$ cat src/rtl/game_pkg.sv
// Shared game constants and types.
//   - Screen bounds and the play-mode encoding driven by the game-mode controller.
//   - Saucer bonus table, selected by the number of shots fired during a flight.
//   - Saucer life-cycle state type.
package game_pkg;

  localparam logic [10:0] SCREEN_W  = 11'd640;
  localparam logic [10:0] SCREEN_H  = 11'd480;
  localparam logic [1:0]  MODE_PLAY = 2'd2;

  localparam logic [8:0] BONUS_0 = 9'd50;
  localparam logic [8:0] BONUS_1 = 9'd100;
  localparam logic [8:0] BONUS_2 = 9'd150;
  localparam logic [8:0] BONUS_3 = 9'd300;

  typedef enum logic [1:0] {
    OFF     = 2'd0,
    WAIT    = 2'd1,
    FLY     = 2'd2,
    EXPLODE = 2'd3
  } saucer_state_t;

  // Bonus awarded for a saucer hit, indexed by the shot counter (mod 4).
  function automatic logic [8:0] bonus_for_shots(input logic [1:0] shots);
    logic [8:0] value;
    case (shots)
      2'd0:    value = BONUS_0;
      2'd1:    value = BONUS_1;
      2'd2:    value = BONUS_2;
      default: value = BONUS_3;
    endcase
    return value;
  endfunction

endpackage

$ cat src/rtl/lfsr16.sv
// 16-bit Galois LFSR (taps 16,14,13,11), free-running, one step per clock.
//   clk  : system clock
//   rst  : synchronous active-high reset, reloads SEED
//   lfsr : current register value
// SEED must be non-zero, otherwise the sequence locks at zero.
module lfsr16 #(
  parameter logic [15:0] SEED = 16'hACE1
) (
  input  logic        clk,
  input  logic        rst,
  output logic [15:0] lfsr
);

  // Right-shifting Galois form: the bit shifted out is fed back into the tap mask.
  localparam logic [15:0] TAP_MASK = 16'hB400;

  always_ff @(posedge clk) begin
    if (rst) begin
      lfsr <= SEED;
    end else begin
      lfsr <= {1'b0, lfsr[15:1]} ^ ({16{lfsr[0]}} & TAP_MASK);
    end
  end

endmodule

$ cat src/rtl/saucer_sequencer.sv
// Flying-saucer bonus target sequencer: random wait, left-moving flight,
// laser hit detection and explosion hold.
//   clk, rst          : clock, synchronous active-high reset
//   restart, mode     : game restart (level) and game mode; only mode 2 plays
//   frame_tick        : one-cycle pulse per VGA frame, paces all timing
//   laser_active/fire : spaceship laser in flight / fired this cycle
//   laser_x, laser_y  : laser position
//   saucer_x          : saucer x-centre for the renderer
//   saucer_visible    : saucer flying
//   saucer_exploding  : explosion being shown
//   score_pulse       : one-cycle award strobe, score_value valid with it
//   score_value       : bonus points, holds between awards
//   laser_kill        : one-cycle strobe telling the laser logic to consume the shot
module saucer_sequencer
  import game_pkg::*;
#(
  parameter logic [10:0] START_X         = 11'd680,
  parameter logic [10:0] STEP            = 11'd1,
  parameter logic [3:0]  FRAMES_PER_STEP = 4'd3,
  parameter logic [10:0] MIN_WAIT        = 11'd600,
  parameter logic [5:0]  EXPLODE_FRAMES  = 6'd30,
  parameter logic [10:0] HALF_LEN        = 11'd20,
  parameter logic [10:0] SAUCER_TOP      = 11'd50,
  parameter logic [10:0] SAUCER_BOTTOM   = 11'd66,
  parameter logic [15:0] LFSR_SEED       = 16'hACE1
) (
  input  logic        clk,
  input  logic        rst,
  input  logic        restart,
  input  logic [1:0]  mode,
  input  logic        frame_tick,
  input  logic        laser_active,
  input  logic        laser_fire,
  input  logic [10:0] laser_x,
  input  logic [10:0] laser_y,
  output logic [10:0] saucer_x,
  output logic        saucer_visible,
  output logic        saucer_exploding,
  output logic        score_pulse,
  output logic [8:0]  score_value,
  output logic        laser_kill
);

  saucer_state_t state_q, state_d;
  logic [10:0]   x_d;
  logic [10:0]   wait_q, wait_d;
  logic [3:0]    div_q, div_d;
  logic [5:0]    exp_q, exp_d;
  logic [1:0]    shot_q, shot_d;
  logic          score_d, kill_d;
  logic [8:0]    value_d;
  logic [15:0]   lfsr_value;
  logic [10:0]   wait_load;
  logic          hit;
  logic          unused_lfsr_hi;

  lfsr16 #(.SEED(LFSR_SEED)) u_lfsr (
    .clk  (clk),
    .rst  (rst),
    .lfsr (lfsr_value)
  );

  assign wait_load      = MIN_WAIT + {2'b00, lfsr_value[8:0]};
  assign unused_lfsr_hi = ^lfsr_value[15:9];

  // Hitbox in 12-bit signed so the left edge may go negative near x=0.
  logic signed [11:0] sx, lx, ly;
  assign sx = $signed({1'b0, saucer_x});
  assign lx = $signed({1'b0, laser_x});
  assign ly = $signed({1'b0, laser_y});

  assign hit = laser_active
            && (ly >= $signed({1'b0, SAUCER_TOP}))
            && (ly <= $signed({1'b0, SAUCER_BOTTOM}))
            && (lx >= sx - $signed({1'b0, HALF_LEN}))
            && (lx <= sx + $signed({1'b0, HALF_LEN}));

  always_comb begin
    state_d = state_q;
    x_d     = saucer_x;
    wait_d  = wait_q;
    div_d   = div_q;
    exp_d   = exp_q;
    shot_d  = shot_q;
    score_d = 1'b0;
    kill_d  = 1'b0;
    value_d = score_value;

    if (restart || (mode != MODE_PLAY)) begin
      state_d = OFF;
      x_d     = START_X;
      wait_d  = '0;
      div_d   = '0;
      exp_d   = '0;
      shot_d  = '0;
      value_d = '0;
    end else begin
      unique case (state_q)
        OFF: begin
          state_d = WAIT;
          wait_d  = wait_load;
        end
        WAIT: begin
          if (frame_tick) begin
            if (wait_q == 11'd1) begin
              state_d = FLY;
              x_d     = START_X;
              div_d   = '0;
              shot_d  = '0;
            end else begin
              wait_d = wait_q - 11'd1;
            end
          end
        end
        FLY: begin
          // A hit pre-empts movement, exit and shot counting in the same cycle.
          if (hit) begin
            state_d = EXPLODE;
            exp_d   = '0;
            score_d = 1'b1;
            kill_d  = 1'b1;
            value_d = bonus_for_shots(shot_q);
          end else begin
            if (laser_fire) begin
              shot_d = shot_q + 2'd1;
            end
            if (frame_tick) begin
              if (div_q == FRAMES_PER_STEP - 4'd1) begin
                div_d = '0;
                if (saucer_x < STEP) begin
                  state_d = WAIT;
                  wait_d  = wait_load;
                end else begin
                  x_d = saucer_x - STEP;
                end
              end else begin
                div_d = div_q + 4'd1;
              end
            end
          end
        end
        EXPLODE: begin
          if (frame_tick) begin
            if (exp_q == EXPLODE_FRAMES - 6'd1) begin
              state_d = WAIT;
              wait_d  = wait_load;
            end else begin
              exp_d = exp_q + 6'd1;
            end
          end
        end
        default: state_d = OFF;
      endcase
    end
  end

  always_ff @(posedge clk) begin
    if (rst) begin
      state_q          <= OFF;
      saucer_x         <= START_X;
      wait_q           <= '0;
      div_q            <= '0;
      exp_q            <= '0;
      shot_q           <= '0;
      score_pulse      <= 1'b0;
      laser_kill       <= 1'b0;
      score_value      <= '0;
      saucer_visible   <= 1'b0;
      saucer_exploding <= 1'b0;
    end else begin
      state_q          <= state_d;
      saucer_x         <= x_d;
      wait_q           <= wait_d;
      div_q            <= div_d;
      exp_q            <= exp_d;
      shot_q           <= shot_d;
      score_pulse      <= score_d;
      laser_kill       <= kill_d;
      score_value      <= value_d;
      saucer_visible   <= (state_d == FLY);
      saucer_exploding <= (state_d == EXPLODE);
    end
  end

endmodule

$ cat config.mk
export PLATFORM = sky130hd
export DESIGN_NAME = saucer_sequencer
export DESIGN_NICKNAME = d
export VERILOG_FILES = /design/src/rtl/game_pkg.sv /design/src/rtl/lfsr16.sv /design/src/rtl/saucer_sequencer.sv
export SDC_FILE = /design/constraint.sdc
export NUM_CORES = 1
export LEC_CHECK = 0
export ABC_AREA = 1
export CAP_MARGIN = 20
export CORE_ASPECT_RATIO = 0.5
export CORE_MARGIN = 2
export CORE_UTILIZATION = 50
export DETAILED_ROUTE_END_ITERATION = 7
export PLACE_DENSITY = 0.71
export SLEW_MARGIN = 20
export SYNTH_ARGS = -nofsm -noshare
export SYNTH_HDL_FRONTEND = slang
export SYNTH_SLANG_ARGS = --single-unit
$ cat constraint.sdc
create_clock -name clk -period 5.84 [get_ports clk]
set_input_delay 1.46 -clock clk [delete_from_list [all_inputs] [get_ports clk]]
set_output_delay 1.46 -clock clk [all_outputs]
set_load 0.02 [all_outputs]
==> results of run 1 <==
## power by group through the flow
stage / combinational, uW / clock, uW / sequential, uW
after detailed placement: 82.1 / 0 / 439
after floorplan: 50.5 / 0 / 438
after CTS: 82.7 / 530 / 430
after global placement: 81.3 / 0 / 438
final: 81.8 / 518 / 430
after global routing: 94.0 / 551 / 431
## cells in the mapped netlist, types with 5 or more instances
| cell type | instances | share of area [%] |
|---|---|---|
| sky130_fd_sc_hd__dfxtp_1 | 61 | 30 |
| sky130_fd_sc_hd__buf_4 | 8 | 1.5 |
| sky130_fd_sc_hd__xnor2_1 | 6 | 1.3 |
| sky130_fd_sc_hd__nand2_1 | 121 | 11 |
| sky130_fd_sc_hd__nand4_1 | 22 | 3.3 |
| sky130_fd_sc_hd__o21ai_1 | 10 | 1.2 |
| sky130_fd_sc_hd__a21oi_1 | 39 | 4.7 |
| sky130_fd_sc_hd__nor3_1 | 11 | 1.3 |
| sky130_fd_sc_hd__nand3_1 | 30 | 3.7 |
| sky130_fd_sc_hd__inv_2 | 5 | 0.46 |
| sky130_fd_sc_hd__nor2_1 | 87 | 7.9 |
| sky130_fd_sc_hd__buf_2 | 6 | 0.73 |
| sky130_fd_sc_hd__ha_1 | 35 | 11 |
| sky130_fd_sc_hd__inv_1 | 66 | 6.0 |
| sky130_fd_sc_hd__o21ai_0 | 20 | 2.4 |
| sky130_fd_sc_hd__clkbuf_1 | 8 | 0.73 |
| sky130_fd_sc_hd__xor2_1 | 20 | 4.3 |
| sky130_fd_sc_hd__or2_2 | 5 | 0.76 |
## through the flow
step | area, sq um | cells
5_1_grt | 4920 | 755
3_5_place_dp | 4620 | 739
6_report | 4920 | 755
3_3_place_gp | 4620 | 739
2_1_floorplan | 4110 | 599
4_1_cts | 4920 | 755
## layer usage
layer | global-route usage, % | up-vias
met4 | 5.24 | 0
met3 | 5.85 | 4
li1 | - | 2017
met5 | 0 | -
met1 | 26.8 | 1637
met2 | 36.1 | 69
## worst paths after layout
kind | start | end | slack [ps] | cells past startpoint
setup reg to reg | saucer_x[3] | wait_q[8] | 2350 | 15
hold reg to reg | u_lfsr.lfsr[10] | u_lfsr.lfsr[9] | 400 | 2
hold / removal | u_lfsr.lfsr[10] | u_lfsr.lfsr[9] | 400 | 2
setup / recovery | laser_x[5] | wait_q[8] | 2060 | 14
## kinds of logic (layout without fill, tap and decap cells)
family                     Yosys count  after routing  share of synthesized area (%)
other                                1              1                         0.0912
and+or+nand+nor                    295            295                           32.3
DFF                                 61             61                           29.7
buffers and inverters               97            141                           10.5
xor gates and xnor gates            26             26                           5.54
adders and majority gates           35             35                           10.6
AOI/OAI and AO/OA                   84             84                           11.2
## registers in the layout (all words and copies together), names as in the netlist
name and flops:
state_q 2, saucer_visible 1, saucer_exploding 1, laser_kill 1, u_lfsr.lfsr 16, wait_q 11, score_value 6, saucer_x 11
shot_q 2, div_q 4, exp_q 6
## worst register-to-register path: stages (launching register included)
cell and delay [ps]:
sky130_fd_sc_hd__dfxtp_1 500, sky130_fd_sc_hd__inv_2 120, sky130_fd_sc_hd__o21ai_1 290, sky130_fd_sc_hd__nand3_1 170
sky130_fd_sc_hd__nor2_1 150, sky130_fd_sc_hd__xor2_1 200, sky130_fd_sc_hd__ha_1 270, sky130_fd_sc_hd__a21o_1 180
sky130_fd_sc_hd__a21oi_1 110, sky130_fd_sc_hd__nand2_1 70, sky130_fd_sc_hd__a21oi_2 210, sky130_fd_sc_hd__nand3_4 380
sky130_fd_sc_hd__nand2_2 410, sky130_fd_sc_hd__inv_2 150, sky130_fd_sc_hd__nor2_1 120, sky130_fd_sc_hd__nor2_1 50
## layout make-up
type | instances | area share [%]
Multi-Input combinational cell | 441 | 50.0
Sequential cell | 61 | 24.8
Timing Repair Buffer | 54 | 10.9
Inverter | 71 | 5.42
Clock buffer | 11 | 4.94
Tap cell | 112 | 2.85
Clock inverter | 5 | 1.02
==> report_table.html, run 1 <==
<table>
<tr><th>Metric</th><th>Value</th></tr>
<tr><th colspan="2">Run status</th></tr>
<tr><td>Status</td><td>completed</td></tr>
<tr><th colspan="2">Power</th></tr>
<tr><td>Lkg Pwr</td><td>0.00218 uW</td></tr>
<tr><td>Overall power of the completed layout</td><td>1030 uW</td></tr>
<tr><td>Net switching power</td><td>225 uW</td></tr>
<tr><td>Clock share of power</td><td>50.3%</td></tr>
<tr><td>Sw frac</td><td>21.9%</td></tr>
<tr><td>Worst ir drop on vdd</td><td>0.000148 V</td></tr>
<tr><td>Portion of total power attributed to combinational logic</td><td>7.9%</td></tr>
<tr><td>Power share of the sequential group</td><td>41.8%</td></tr>
<tr><td>Power Internal</td><td>804 uW</td></tr>
<tr><td>Power per cell area</td><td>209 mW/mm^2</td></tr>
<tr><th colspan="2">Worst setup path</th></tr>
<tr><td>Critical setup path kind</td><td>input pin to flip-flop</td></tr>
<tr><td>Total buffers and inverters traversed by the critical path</td><td>2</td></tr>
<tr><td>Startpoint type of the worst setup path</td><td>input pin</td></tr>
<tr><td>CP Data Arrival Time</td><td>3990 ps</td></tr>
<tr><td>Required time at the worst-slack endpoint</td><td>6060 ps</td></tr>
<tr><td>Worst path most repeated cell</td><td>sky130_fd_sc_hd__nor2_1</td></tr>
<tr><td>Cell breakdown of the critical path</td><td>clkdlybuf4s50_1, ha_1, a21oi_1, nor2_1, nor2_1, nand2_1, nand2_1, nand2_1, a21oi_2, nand3_4, nand2_2, inv_2, nor2_1, nor2_1</td></tr>
<tr><td>Longest individual stage delay on the worst path</td><td>430 ps</td></tr>
<tr><td>Cell with the biggest individual delay on the critical path</td><td>sky130_fd_sc_hd__clkdlybuf4s50_1</td></tr>
<tr><td>Kind of cell adding the most delay to the critical path</td><td>simple AND/OR/NAND/NOR gates</td></tr>
<tr><td>Critical-path maximum fanout</td><td>37</td></tr>
<tr><td>Nature of the critical path endpoint</td><td>flip-flop</td></tr>
<tr><th colspan="2">Timing</th></tr>
<tr><td>Max Freq</td><td>0.265 GHz</td></tr>
<tr><td>Minimum clock period</td><td>3780 ps</td></tr>
<tr><td>Final setup violating endpoints</td><td>0</td></tr>
<tr><td>Final clock period utilization by the worst path</td><td>64.6%</td></tr>
<tr><td>Unrepaired setup endpoints after global routing</td><td>no</td></tr>
<tr><td>Worst-margin pin slew</td><td>1090 ps</td></tr>
<tr><td>Min Hold Slack</td><td>400 ps</td></tr>
<tr><td>Final worst-path setup slack</td><td>2060 ps</td></tr>
<tr><td>Layout Skew</td><td>7.29 ps</td></tr>
<tr><td>Worst-case headroom to the max-slew limit</td><td>27.2%</td></tr>
<tr><td>Number of pins with negative max-slew slack in the final report</td><td>0</td></tr>
<tr><td>Hold Violations, Final</td><td>0</td></tr>
<tr><td>Setup TNS Final</td><td>0 ps</td></tr>
<tr><th colspan="2">Place</th></tr>
<tr><td>Placement Setup Slack</td><td>1760 ps</td></tr>
<tr><td>Port buffer count</td><td>52</td></tr>
<tr><td>HPWL Detailed</td><td>6.53 mm</td></tr>
<tr><td>Routability congestion estimate</td><td>0.815</td></tr>
<tr><th colspan="2">Final layout</th></tr>
<tr><td>Number of diodes added for antenna fixing</td><td>0</td></tr>
<tr><td>P&amp;R area growth vs syn</td><td>19.5%</td></tr>
<tr><td>Fraction of final layout cells sized beyond drive strength 1</td><td>6.84%</td></tr>
<tr><td>Final nets</td><td>703</td></tr>
<tr><td>Layout filler cell count</td><td>786</td></tr>
<tr><td>Most frequent cells in the layout</td><td>sky130_fd_sc_hd__nand2_1 (121), sky130_fd_sc_hd__nor2_1 (87), sky130_fd_sc_hd__inv_1 (66)</td></tr>
<tr><td>Commonest non-fill, non-tap cell in the layout</td><td>sky130_fd_sc_hd__nand2_1</td></tr>
<tr><td>Sequential cell area</td><td>0.00122 sq mm</td></tr>
<tr><td>Utilization after layout</td><td>61.4%</td></tr>
<tr><td>Footprint of the multi-input gates</td><td>0.00246 sq mm</td></tr>
<tr><th colspan="2">Synthesis</th></tr>
<tr><td>Net count after synthesis</td><td>664</td></tr>
<tr><td>Flip-flop cell with the highest count after synthesis</td><td>sky130_fd_sc_hd__dfxtp_1</td></tr>
<tr><td>Number of synthesis warnings</td><td>0</td></tr>
<tr><td>Number of instances in the synthesized netlist</td><td>599</td></tr>
<tr><td>Number of distinct library cells after synthesis</td><td>42</td></tr>
<tr><td>Total of flip-flops plus latches after synthesis</td><td>61</td></tr>
<tr><td>Register area share after synthesis</td><td>29.7%</td></tr>
<tr><td>Async set or reset register ratio after synthesis</td><td>0%</td></tr>
<tr><td>Mean cell area of the mapped netlist</td><td>6.87 sq um</td></tr>
<tr><td>Syn Std Cell Area</td><td>0.00411 sq mm</td></tr>
<tr><td>Count of flip-flops with a built-in enable after synthesis</td><td>0</td></tr>
<tr><th colspan="2">Routing</th></tr>
<tr><td>Highest signal layer in the routed design</td><td>met4</td></tr>
<tr><td>Sum of met3 wire segment lengths after detailed routing</td><td>362 um</td></tr>
<tr><td>Met2 WL post-DR</td><td>4.05 mm</td></tr>
<tr><td>Routed len/inst</td><td>11.7 um</td></tr>
<tr><td>Number of design-rule violations left by the first detailed-router iteration</td><td>236</td></tr>
<tr><td>Number of search-and-repair iterations in the first detailed-routing pass</td><td>5</td></tr>
<tr><td>Average via count per standard cell</td><td>4.94</td></tr>
<tr><td>Number of DRC violations after detailed routing</td><td>0</td></tr>
<tr><td>Total via count in the routed design</td><td>3727</td></tr>
<tr><td>Post-Route WL</td><td>8.87 mm</td></tr>
<tr><td>Met1 routed wirelength after detailed routing</td><td>4.39 mm</td></tr>
<tr><td>Antenna Nets Post-Route</td><td>0</td></tr>
<tr><th colspan="2">GRT</th></tr>
<tr><td>GRT Total Usage</td><td>21.1%</td></tr>
<tr><td>Vias in the first global route</td><td>3334</td></tr>
<tr><td>First-pass GRT wire length</td><td>15.1 mm</td></tr>
<tr><td>Maximum number of pins on one net before global-route repair</td><td>38</td></tr>
<tr><td>GRT overflow</td><td>0</td></tr>
<tr><td>Initial antenna violation count</td><td>0</td></tr>
<tr><th colspan="2">Floorplan</th></tr>
<tr><td>Horizontal extent of the die</td><td>132 um</td></tr>
<tr><td>Area of the core</td><td>0.00800 sq mm</td></tr>
<tr><td>Die footprint</td><td>0.00901 sq mm</td></tr>
<tr><td>Vertical extent of the die</td><td>68.1 um</td></tr>
<tr><td>Initial core utilization</td><td>51.4%</td></tr>
<tr><td>Count of boundary I/O pins</td><td>54</td></tr>
<tr><td>Site Rows</td><td>23</td></tr>
<tr><th colspan="2">Clock network</th></tr>
<tr><td>Number of hold-repair buffers added at the cts stage</td><td>0</td></tr>
<tr><td>Post-cts resize count</td><td>0</td></tr>
<tr><td>Clock latency of the later-clocked register in the worst-skew pair</td><td>330 ps</td></tr>
<tr><td>Post CTS Setup Buffer Count</td><td>0</td></tr>
<tr><td>TritonCTS clock tree</td><td>yes</td></tr>
<tr><td>Num CTS Buffers</td><td>9</td></tr>
<tr><td>CTS max path bufs</td><td>2</td></tr>
<tr><td>Post-CTS clock slew at the launch and capture registers of the worst setup and hold paths</td><td>50 ps</td></tr>
<tr><td>Root Driver</td><td>sky130_fd_sc_hd__clkbuf_16</td></tr>
<tr><td>H-Tree Depth</td><td>3</td></tr>
<tr><td>Total number of clock tree sinks</td><td>61</td></tr>
<tr><th colspan="2">Worst hold path</th></tr>
<tr><td>Worst hold path type</td><td>flip-flop to flip-flop</td></tr>
<tr><th colspan="2">Job</th></tr>
<tr><td>Max Cap Violations</td><td>0</td></tr>
</table>
Power figures use the tool's default switching activity.
==> run 2, diff against run 1 <==
clock period = 3.8 ns   (was 5.84 ns; I/O delays follow)
==> report_table.html, run 2 (synthesis gave the netlist of run 1 again) <==
<table>
<tr><th>Metric</th><th>Value</th></tr>
<tr><th colspan="2">Worst setup path</th></tr>
<tr><td>Kind of cell adding the most delay to the critical path</td><td>simple AND/OR/NAND/NOR gates</td></tr>
<tr><td>CP Data Arrival Time</td><td>3610 ps (-380 ps)</td></tr>
<tr><td>Cell breakdown of the critical path</td><td>inv_2, o21ai_1, nand3_1, nor2_1, xor2_1, ha_1, a21o_1, a21oi_1, nand2_1, a21oi_2, nand3_4, nand2_2, inv_2, nor2_1, nor2_1</td></tr>
<tr><td>Total buffers and inverters traversed by the critical path</td><td>2 (unchanged)</td></tr>
<tr><td>Critical-path maximum fanout</td><td>28 (-24%)</td></tr>
<tr><td>Required time at the worst-slack endpoint</td><td>4020 ps (-2040 ps)</td></tr>
<tr><td>Longest individual stage delay on the worst path</td><td>500 ps (+70 ps)</td></tr>
<tr><td>Critical setup path kind</td><td>flip-flop to flip-flop</td></tr>
<tr><td>Worst path most repeated cell</td><td>sky130_fd_sc_hd__nor2_1</td></tr>
<tr><td>Nature of the critical path endpoint</td><td>flip-flop</td></tr>
<tr><td>Cell with the biggest individual delay on the critical path</td><td>sky130_fd_sc_hd__dfxtp_1</td></tr>
<tr><td>Startpoint type of the worst setup path</td><td>flip-flop</td></tr>
<tr><th colspan="2">Timing</th></tr>
<tr><td>Min Hold Slack</td><td>403 ps (+2.17 ps)</td></tr>
<tr><td>Worst-case headroom to the max-slew limit</td><td>54.5% (+27 points)</td></tr>
<tr><td>Hold Violations, Final</td><td>0 (unchanged)</td></tr>
<tr><td>Number of pins with negative max-slew slack in the final report</td><td>0 (unchanged)</td></tr>
<tr><td>Minimum clock period</td><td>3390 ps</td></tr>
<tr><td>Unrepaired setup endpoints after global routing</td><td>no</td></tr>
<tr><td>Layout Skew</td><td>4.41 ps (-2.89 ps)</td></tr>
<tr><td>Final worst-path setup slack</td><td>413 ps (-1650 ps)</td></tr>
<tr><td>Max Freq</td><td>0.295 GHz</td></tr>
<tr><td>Final setup violating endpoints</td><td>0 (unchanged)</td></tr>
<tr><td>Worst-margin pin slew</td><td>682 ps (-410 ps)</td></tr>
<tr><td>Setup TNS Final</td><td>0 ps (unchanged)</td></tr>
<tr><td>Final clock period utilization by the worst path</td><td>89.1%</td></tr>
<tr><th colspan="2">Clock network</th></tr>
<tr><td>Total number of clock tree sinks</td><td>61 (unchanged)</td></tr>
<tr><td>Post CTS Setup Buffer Count</td><td>0 (unchanged)</td></tr>
<tr><td>Post-CTS clock slew at the launch and capture registers of the worst setup and hold paths</td><td>50 ps (about the same)</td></tr>
<tr><td>Number of hold-repair buffers added at the cts stage</td><td>0 (unchanged)</td></tr>
<tr><td>Post-cts resize count</td><td>0 (unchanged)</td></tr>
<tr><td>Num CTS Buffers</td><td>9 (unchanged)</td></tr>
<tr><td>TritonCTS clock tree</td><td>yes</td></tr>
<tr><td>Root Driver</td><td>sky130_fd_sc_hd__clkbuf_16</td></tr>
<tr><td>H-Tree Depth</td><td>3 (unchanged)</td></tr>
<tr><td>Clock latency of the later-clocked register in the worst-skew pair</td><td>330 ps (about the same)</td></tr>
<tr><td>CTS max path bufs</td><td>2 (unchanged)</td></tr>
<tr><th colspan="2">Final layout</th></tr>
<tr><td>Final nets</td><td>710 (+1.0%)</td></tr>
<tr><td>Most frequent cells in the layout</td><td>sky130_fd_sc_hd__nand2_1 (121), sky130_fd_sc_hd__nor2_1 (87), sky130_fd_sc_hd__inv_1 (66)</td></tr>
<tr><td>Registers with the highest flip-flop counts</td><td>u_lfsr.lfsr (16), saucer_x (11), wait_q (11)</td></tr>
<tr><td>Largest register by flop count</td><td>u_lfsr.lfsr</td></tr>
<tr><td>Utilization after layout</td><td>62.1% (+0.67 points)</td></tr>
<tr><td>Commonest non-fill, non-tap cell in the layout</td><td>sky130_fd_sc_hd__nand2_1</td></tr>
<tr><td>Number of diodes added for antenna fixing</td><td>0 (unchanged)</td></tr>
<tr><td>P&amp;R area growth vs syn</td><td>20.8%</td></tr>
<tr><td>Fraction of final layout cells sized beyond drive strength 1</td><td>7.69% (+0.85 points)</td></tr>
<tr><td>Max reg flops</td><td>16 (unchanged)</td></tr>
<tr><th colspan="2">Floorplan</th></tr>
<tr><td>Vertical extent of the die</td><td>68.1 um (unchanged)</td></tr>
<tr><td>Die footprint</td><td>0.00901 sq mm (unchanged)</td></tr>
<tr><td>Horizontal extent of the die</td><td>132 um (unchanged)</td></tr>
<tr><td>Site Rows</td><td>23 (unchanged)</td></tr>
<tr><td>Area of the core</td><td>0.00800 sq mm (unchanged)</td></tr>
<tr><td>Initial core utilization</td><td>51.4% (unchanged)</td></tr>
<tr><td>Count of boundary I/O pins</td><td>54 (unchanged)</td></tr>
<tr><th colspan="2">Power</th></tr>
<tr><td>Power Internal</td><td>1240 uW (+54%)</td></tr>
<tr><td>Power share of the sequential group</td><td>41.5% (-0.3 points)</td></tr>
<tr><td>Worst ir drop on vdd</td><td>0.000303 V (+100%)</td></tr>
<tr><td>Net switching power</td><td>355 uW (+57%)</td></tr>
<tr><td>Power per cell area</td><td>321 mW/mm^2 (+53%)</td></tr>
<tr><td>Clock share of power</td><td>50.5% (+0.2 points)</td></tr>
<tr><td>Sw frac</td><td>22.2% (+0.35 points)</td></tr>
<tr><td>Portion of total power attributed to combinational logic</td><td>8.1% (+0.2 points)</td></tr>
<tr><td>Lkg Pwr</td><td>0.00221 uW (+1.3%)</td></tr>
<tr><th colspan="2">Job</th></tr>
<tr><td>Max Cap Violations</td><td>0 (unchanged)</td></tr>
<tr><th colspan="2">Routing</th></tr>
<tr><td>Number of DRC violations after detailed routing</td><td>0 (unchanged)</td></tr>
<tr><td>Number of search-and-repair iterations in the first detailed-routing pass</td><td>4 (-1)</td></tr>
<tr><td>Average via count per standard cell</td><td>5.06 (+2.5%)</td></tr>
<tr><td>Routed len/inst</td><td>12.4 um (+5.4%)</td></tr>
<tr><td>Post-Route WL</td><td>9.44 mm (+6.4%)</td></tr>
<tr><td>Total via count in the routed design</td><td>3854 (+3.4%)</td></tr>
<tr><td>Antenna Nets Post-Route</td><td>0 (unchanged)</td></tr>
<tr><td>Number of design-rule violations left by the first detailed-router iteration</td><td>218 (-7.6%)</td></tr>
<tr><th colspan="2">Place</th></tr>
<tr><td>Port buffer count</td><td>52 (unchanged)</td></tr>
<tr><td>HPWL Detailed</td><td>6.90 mm (+5.6%)</td></tr>
<tr><td>Placement Setup Slack</td><td>326 ps (-1430 ps)</td></tr>
<tr><td>Routability congestion estimate</td><td>0.797 (-2.3%)</td></tr>
<tr><th colspan="2">GRT</th></tr>
<tr><td>Vias in the first global route</td><td>3549 (+6.4%)</td></tr>
<tr><td>GRT overflow</td><td>0 (unchanged)</td></tr>
<tr><td>GRT Total Usage</td><td>22.1% (+1.0 points)</td></tr>
<tr><td>First-pass GRT wire length</td><td>15.8 mm (+4.3%)</td></tr>
<tr><td>Maximum number of pins on one net before global-route repair</td><td>29 (-24%)</td></tr>
<tr><td>Initial antenna violation count</td><td>0 (unchanged)</td></tr>
<tr><th colspan="2">Worst hold path</th></tr>
<tr><td>Worst hold path type</td><td>flip-flop to flip-flop</td></tr>
<tr><th colspan="2">Run status</th></tr>
<tr><td>Status</td><td>completed</td></tr>
</table>
run 2: cell type report:
type                            instances  area [sq um]
Tap cell                              112           140
Fill cell                             755          3030
Clock buffer                           12           246
Sequential cell                        61          1220
Multi-Input combinational cell        441          2460
Clock inverter                          4          47.5
Inverter                               71           267
Timing Repair Buffer                   61           588
run 2: worst min-delay path, stage by stage (launching register included):
cell,delay [ps]
sky130_fd_sc_hd__dfxtp_1,290
sky130_fd_sc_hd__inv_1,40
sky130_fd_sc_hd__nor2_1,30
run 2: final timing paths:
| check | depth (start not counted) | end | start | slack (ps) |
|---|---|---|---|---|
| hold / removal | 2 | u_lfsr.lfsr[8] | u_lfsr.lfsr[9] | 400 |
| setup / recovery | 15 | wait_q[3] | saucer_x[3] | 410 |
| hold reg to reg | 2 | u_lfsr.lfsr[8] | u_lfsr.lfsr[9] | 400 |
| setup reg to reg | 15 | wait_q[3] | saucer_x[3] | 410 |
run 2: routing by layer:
metal	routed length, um	vias up	global-route usage, %
li1	-	2027	-
met5	0	-	0
met3	501	12	6.52
met4	125	0	6.59
met1	4510	1737	26.7
met2	4300	78	39.1
run 2: through the flow:
stage / cells / power, uW / instance area, sq um
after global routing: 762 / 1660 / 4970
after CTS: 762 / 1620 / 4970
after global placement: 746 / 799 / 4680
after floorplan: 599 / 750 / 4110
final: 762 / 1590 / 4970
after detailed placement: 746 / 802 / 4680
run 2: power by group through the flow:
stage | Sequential (uW) | Combinational [uW] | Clock, uW
finish | 661 | 128 | 805
global route | 662 | 147 | 850
CTS | 661 | 129 | 827
detailed placement | 674 | 128 | 0
global placement | 674 | 125 | 0
floorplan | 673 | 77.6 | 0
==> run 3, diff against run 2 <==
CAP_MARGIN = unset   (was 20)
==> results of run 3 <==
The final DEF is identical to that of run 2; final timing and power are the same.
